File: config.mk
export PLATFORM = sky130hd
export DESIGN_NAME = pio_sm_core_flat
export DESIGN_NICKNAME = d
export VERILOG_FILES = /design/src/rtl/pio_sm_core_if.sv /design/src/rtl/pio_sm_core.sv /design/src/flat_wrapper.sv
export SDC_FILE = /design/constraint.sdc
export NUM_CORES = 1
export LEC_CHECK = 0
export ABC_AREA = 1
export BUFFER_PORTS_ARGS = -buffer_cell sky130_fd_sc_hd__buf_2
export CORE_ASPECT_RATIO = 0.9
export CORE_MARGIN = 10
export CORE_UTILIZATION = 55
export CTS_BUF_LIST = sky130_fd_sc_hd__clkbuf_16
export CTS_CLUSTER_DIAMETER = 50
export DETAILED_ROUTE_END_ITERATION = 7
export PLACE_DENSITY = 0.73
export SETUP_SLACK_MARGIN = 0.15
export SLEW_MARGIN = 20
export SYNTH_ARGS = -nofsm -noshare
export SYNTH_HDL_FRONTEND = slang
export SYNTH_SLANG_ARGS = --single-unit
File: constraint.sdc
create_clock -name clk -period 1.8 [get_ports clk]
set_input_delay 0.36 -clock clk [delete_from_list [all_inputs] [get_ports clk]]
set_output_delay 0.36 -clock clk [all_outputs]
set_load 0.02 [all_outputs]
File: src/rtl/pio_sm_core_if.sv
// rtl/pio_sm_core_if.sv - issue handshake between a PIO state machine and its executor
interface pio_sm_core_if #(
  parameter int INSTR_W = 16
);
  logic               issue_valid;
  logic [INSTR_W-1:0] issue_instr;
  logic               issue_ready;

  modport master (output issue_valid, output issue_instr, input issue_ready);
  modport slave  (input issue_valid, input issue_instr, output issue_ready);
endinterface

File: src/rtl/pio_sm_core.sv
// rtl/pio_sm_core.sv - PIO state-machine core: program memory, wrapping PC, divider, issue port
// Optional divider built when PIO_SM_CLKDIV_EN is defined; otherwise every enabled cycle ticks.
module pio_sm_core #(
  parameter  int DEPTH   = 32,
  parameter  int INSTR_W = 16,
  localparam int ADDR_W  = $clog2(DEPTH)
) (
  input  logic               clk,
  input  logic               rst,
  input  logic               en,
  input  logic               restart,
  input  logic [15:0]        clkdiv_int,
  input  logic [ADDR_W-1:0]  wrap_bottom,
  input  logic [ADDR_W-1:0]  wrap_top,
  input  logic               prog_wr_en,
  input  logic [ADDR_W-1:0]  prog_wr_addr,
  input  logic [INSTR_W-1:0] prog_wr_data,
  pio_sm_core_if.master      issue,
  output logic [ADDR_W-1:0]  pc
);

  typedef enum logic [1:0] {
    ST_IDLE  = 2'd0,
    ST_RUN   = 2'd1,
    ST_STALL = 2'd2
  } state_t;

  state_t             state_q, state_d;
  logic [ADDR_W-1:0]  pc_d;
  logic               valid_q, valid_d;
  logic [INSTR_W-1:0] instr_q, instr_d;
  logic               tick;

  logic [INSTR_W-1:0] mem [DEPTH];
  logic [INSTR_W-1:0] fetch;
  logic               is_jmp;
  logic [ADDR_W-1:0]  jmp_target;
  logic [ADDR_W-1:0]  pc_adv;

  assign fetch      = mem[pc];
  assign is_jmp     = (fetch[INSTR_W-1:INSTR_W-3] == 3'b000);
  assign jmp_target = fetch[ADDR_W-1:0];
  // Wrap is checked only when advancing, so a JMP beyond wrap_top is honoured.
  assign pc_adv     = (pc == wrap_top) ? wrap_bottom : pc + ADDR_W'(1);

  assign issue.issue_valid = valid_q;
  assign issue.issue_instr = instr_q;

  // Program memory: unreset storage, write visible to fetch from the next cycle.
  always_ff @(posedge clk) begin
    if (prog_wr_en) begin
      mem[prog_wr_addr] <= prog_wr_data;
    end
  end

`ifdef PIO_SM_CLKDIV_EN
  logic [15:0] div_cnt_q, div_cnt_d;
  logic [15:0] div_last;

  // A ratio of 0 behaves as 1, so the last count is then 0.
  assign div_last = (clkdiv_int == 16'd0) ? 16'd0 : clkdiv_int - 16'd1;
  assign tick     = en && (div_cnt_q == div_last);

  // Divider next count: held at 0 when disabled, wraps early if the ratio shrank below it.
  always_comb begin
    div_cnt_d = div_cnt_q + 16'd1;
    if (restart || !en || (div_cnt_q >= div_last)) begin
      div_cnt_d = 16'd0;
    end
  end

  // Divider count register.
  always_ff @(posedge clk or negedge rst) begin
    if (!rst) begin
      div_cnt_q <= 16'd0;
    end else begin
      div_cnt_q <= div_cnt_d;
    end
  end
`else
  logic unused_clkdiv;

  assign unused_clkdiv = ^clkdiv_int;
  assign tick          = en;
`endif

  // Next-state logic: restart wins over ticks and handshakes, and is the only way to withdraw an offer.
  always_comb begin
    state_d = state_q;
    pc_d    = pc;
    valid_d = valid_q;
    instr_d = instr_q;
    if (restart) begin
      pc_d    = '0;
      valid_d = 1'b0;
      state_d = en ? ST_RUN : ST_IDLE;
    end else begin
      case (state_q)
        ST_IDLE: begin
          if (en) begin
            state_d = ST_RUN;
          end
        end
        ST_RUN: begin
          if (!en) begin
            state_d = ST_IDLE;
          end else if (tick) begin
            if (is_jmp) begin
              pc_d = jmp_target;
            end else begin
              valid_d = 1'b1;
              instr_d = fetch;
              state_d = ST_STALL;
            end
          end
        end
        ST_STALL: begin
          if (valid_q && issue.issue_ready) begin
            pc_d    = pc_adv;
            valid_d = 1'b0;
            state_d = en ? ST_RUN : ST_IDLE;
          end
        end
        default: begin
          state_d = ST_IDLE;
        end
      endcase
    end
  end

  // State, PC and offer registers.
  always_ff @(posedge clk or negedge rst) begin
    if (!rst) begin
      state_q <= ST_IDLE;
      pc      <= '0;
      valid_q <= 1'b0;
      instr_q <= '0;
    end else begin
      state_q <= state_d;
      pc      <= pc_d;
      valid_q <= valid_d;
      instr_q <= instr_d;
    end
  end

endmodule

File: src/flat_wrapper.sv
// flat-port wrapper written by rule: the top's interface ports become plain ports
module pio_sm_core_flat 
#(
  parameter  int DEPTH   = 32,
  parameter  int INSTR_W = 16,
  localparam int ADDR_W  = $clog2(DEPTH)
)
  (clk, rst, en, restart, clkdiv_int, wrap_bottom, wrap_top, prog_wr_en, prog_wr_addr, prog_wr_data, pc, issue_issue_valid, issue_issue_instr, issue_issue_ready);
  pio_sm_core_if #(.INSTR_W(INSTR_W)) issue_i ();
  input  logic clk;
  input  logic rst;
  input  logic en;
  input  logic restart;
  input  logic [15:0] clkdiv_int;
  input  logic [ADDR_W-1:0] wrap_bottom;
  input  logic [ADDR_W-1:0] wrap_top;
  input  logic prog_wr_en;
  input  logic [ADDR_W-1:0] prog_wr_addr;
  input  logic [INSTR_W-1:0] prog_wr_data;
  output logic [ADDR_W-1:0] pc;
  output wire logic [$bits(issue_i.issue_valid)-1:0] issue_issue_valid;
  output wire logic [$bits(issue_i.issue_instr)-1:0] issue_issue_instr;
  input wire logic [$bits(issue_i.issue_ready)-1:0] issue_issue_ready;
  assign issue_issue_valid = issue_i.issue_valid;
  assign issue_issue_instr = issue_i.issue_instr;
  assign issue_i.issue_ready = issue_issue_ready;
  pio_sm_core #(.DEPTH(DEPTH), .INSTR_W(INSTR_W)) u_core (.clk(clk), .rst(rst), .en(en), .restart(restart), .clkdiv_int(clkdiv_int), .wrap_bottom(wrap_bottom), .wrap_top(wrap_top), .prog_wr_en(prog_wr_en), .prog_wr_addr(prog_wr_addr), .prog_wr_data(prog_wr_data), .issue(issue_i), .pc(pc));
endmodule
==> impl_metrics.csv <==
group,metric,value,unit
run_status,status,"finished with violations",
run_status,violations,"setup timing",
grt,first_global_vias,14800,
clocking,cts-root-buf,"clkbuf_16",
worst_setup_path,reg2reg_from,"u_core.pc[0]",
sta,setup_viol,25,
route,vias,15000,
place,portBuffers,58,
finish,diodes,0,
floorplanning,dieArea,47700,um^2
grt,antenna_found_initial,0,
clocking,clk_pin_slew,0.06,ns
worst_hold_path,whs_endpoint,"u_core.state_q[0]",
logic_synthesis,syn_inst,1790,
finish,layout_commonest_cell,"edfxtp_1",
sta,fmax,0.468,GHz
place,dp_hpwl,33.8,mm
worst_setup_path,crit_path_start_kind,"register",
clocking,cts_buffers,52,
floorplanning,initial_utilization,56.1,%
worst_setup_path,critical_path_depth,9,
grt,grt_pass1_wl,86.3,mm
sta,grt_setup_unrepaired,"true",
worst_setup_path,critPathMaxStageDelay,0.56,ns
flow_run,maxCapViolations,0,
clocking,cts_sinks,536,
place,gp_congestion,0.881,
route,drt-total-wl,56.8,mm
clocking,cts.htree.levels,2,
worst_setup_path,cp_slowest_cell,"dfrtp_4",
sta,fin_crit_sh,119,%
grt,track_usage,23.1,%
sta,fin_hold_ws,0.0995,ns
grt,grt_overflow_total,0,
sta,worstMarginPinSlew,0.681,ns
sta,drv_slew,0,
sta,max_slew_margin,54.6,%
worst_setup_path,ff2ff_path_depth,9,
route,drc,0,
worst_setup_path,criticalPathCategory,"register to register",
sta,skew,0.0155,ns
floorplanning,io_pins,75,
logic_synthesis,avgSynthCellArea,12.1,um^2
worst_setup_path,end_kind,"register",
worst_setup_path,critPathArrivalTime,2.61,ns
worst_setup_path,reg2reg_slack,-0.34,ns
sta,hold_viol_final,0,
route,viasPerCell,5.93,
logic_synthesis,ys_types,28,
sta,layout_setup_ws,-0.339,ns
worst_setup_path,crit_top_cell,"nand2_1",
floorplanning,die_y,208,um
place,post-place-ws,-0.314,ns
pwr,cellPowerDensity,1390,nW/um^2
finish,fin_area,26200,um^2
finish,fillCellCount,2671,
clocking,clock_latency,0.59,ns
floorplanning,rows,68,
logic_synthesis,synth_seq_cells,536,
worst_setup_path,r2r_end,"u_core.pc[4]",
pwr,vdd_drop_max,0.00101,V
worst_setup_path,crit_family,"simple AND/OR/NAND/NOR gates",
floorplanning,die_w,229,um
worst_setup_path,crit_buf_inv,2,
grt,grt_max_degree,43,
finish,drive_above_1_share,19.2,%
worst_setup_path,path_cells,"buf_16 -> buf_8 -> xor2_1 -> nor3_2 -> nand3_2 -> o211ai_1 -> nand2_1 -> nand3_1 -> nand2_1",
logic_synthesis,ys_seq_area_share,73.8,%
worst_hold_path,hold_depth,3,
pwr,leakage,9.51,nW
place,placed_area,23900,um^2
worst_hold_path,hold_path.startpoint,"en",
finish,post-route-util,67.7,%
worst_hold_path,worstHoldPathType,"input port to register",
logic_synthesis,syn_nets,1844,
clocking,cts_tree,"done",
route,drtPass1Iterations,7,
route,postRouteAntennaNets,0,
route,wire_per_inst,22.4,um
clocking,cts_buffer_depth,3,
worst_setup_path,cp.required,2.27,ns
floorplanning,core,38600,um^2
finish,layout.nets,2021,
logic_synthesis,ys.warnings.count,0,
finish,syn_to_final_growth,20.8,%
sta,fin_crit,2.14,ns
worst_setup_path,cp_max_fo,42,
logic_synthesis,synthesis.area,21700,um^2
finish,final_cell_mix,"edfxtp_1 (512), nor2_1 (316), nand2_1 (269)",
route,drt_iter0_markers,1846,
==> worst max path at each step <==
stage,startpoint,endpoint
CTS,u_core.pc[0],u_core.pc[0]
finish,u_core.pc[0],u_core.pc[4]
detailed placement,u_core.pc[0],u_core.pc[3]
global route,u_core.pc[0],u_core.pc[3]
global placement,u_core.pc[0],u_core.pc[3]
floorplan,u_core.pc[0],u_core.pc[0]
==> where the power goes <==
part | switching, mW | internal (mW)
sequential | 0.302 | 14.0
clock | 4.56 | 5.48
combinational | 7.27 | 4.72
total | 12.1 | 24.2
==> synthesized netlist by cell type, drive strengths merged <==
cell type / number / area [um^2]
o21ai: 229 / 1150
clkbuf: 50 / 188
xnor2: 2 / 17.5
dfrtp: 24 / 601
ha: 1 / 12.5
nor2: 359 / 1350
nand3: 100 / 505
buf: 54 / 342
nand4: 1 / 6.26
o21bai: 5 / 37.5
a21boi: 1 / 7.51
xor2: 5 / 43.8
nand2: 287 / 1080
o22ai: 44 / 275
a22oi: 6 / 45.0
inv: 45 / 169
o211ai: 34 / 255
or2: 1 / 6.26
a21oi: 17 / 85.1
edfxtp: 512 / 15400
o221ai: 12 / 105
nor3: 1 / 10.0
==> routing by layer <==
metal  GRT usage (%)  routed length (um)
met5               0                   0
met4            6.98                1640
met3            3.65                5630
met1            32.9               23100
met2            36.2               26500
==> through the flow <==
step	power, mW	std cells	setup TNS [ns]
after floorplan	20.6	1790	-0.547
after global placement	24.6	2415	-4.51
after detailed placement	24.8	2415	-5.55
after CTS	35.8	2530	-4.96
after global routing	38.0	2534	-9.54
final	36.4	2534	-6.75
==> worst register-to-register path, stage by stage, from the launching register on <==
cell and delay, ns:
dfrtp_4 0.56, buf_16 0.22, buf_8 0.18, xor2_1 0.16, nor3_2 0.17, nand3_2 0.15
o211ai_1 0.32, nand2_1 0.10, nand3_1 0.10, nand2_1 0.07
==> kinds of logic (layout without fill, tap and decap cells) <==
| kind of cell | Yosys count | in the layout | synth area share [%] |
|---|---|---|---|
| buffers and inverters | 149 | 367 | 3.22 |
| DFF | 536 | 536 | 73.8 |
| AOI/OAI and AO/OA | 348 | 348 | 9.03 |
| adders and majority gates | 1 | 1 | 0.0578 |
| and+or+nand+nor | 749 | 750 | 13.6 |
| xor gates and xnor gates | 7 | 7 | 0.283 |
==> state kept, by name, indices dropped and copies added, names as in the netlist <==
signal	flops
u_core.issue.issue_instr	16
u_core.issue.issue_valid	1
u_core.mem	512
u_core.pc	5
u_core.state_q	2
==> final cells by class <==
class                   count  area [um^2]  area share (%)
clock buffers              53         1330            5.07
clock inverters            43          231           0.885
inverters                  45          184           0.703
multi-input cells        1106         5270            20.1
flip-flops and latches    536        16000            61.1
well taps                 525          657            2.51
repair buffers            226         2510            9.60
==> repair_timing <==
item,in CTS,in global routing
gates resized for setup,91,37
endpoints found under the setup margin,29,29
hold buffers,1,0
pin swaps,5,4
gates cloned,5,3
endpoints found under the hold margin,24,0
buffers inserted,13,1
No activity file was read; power rests on OpenSTA's default activity.
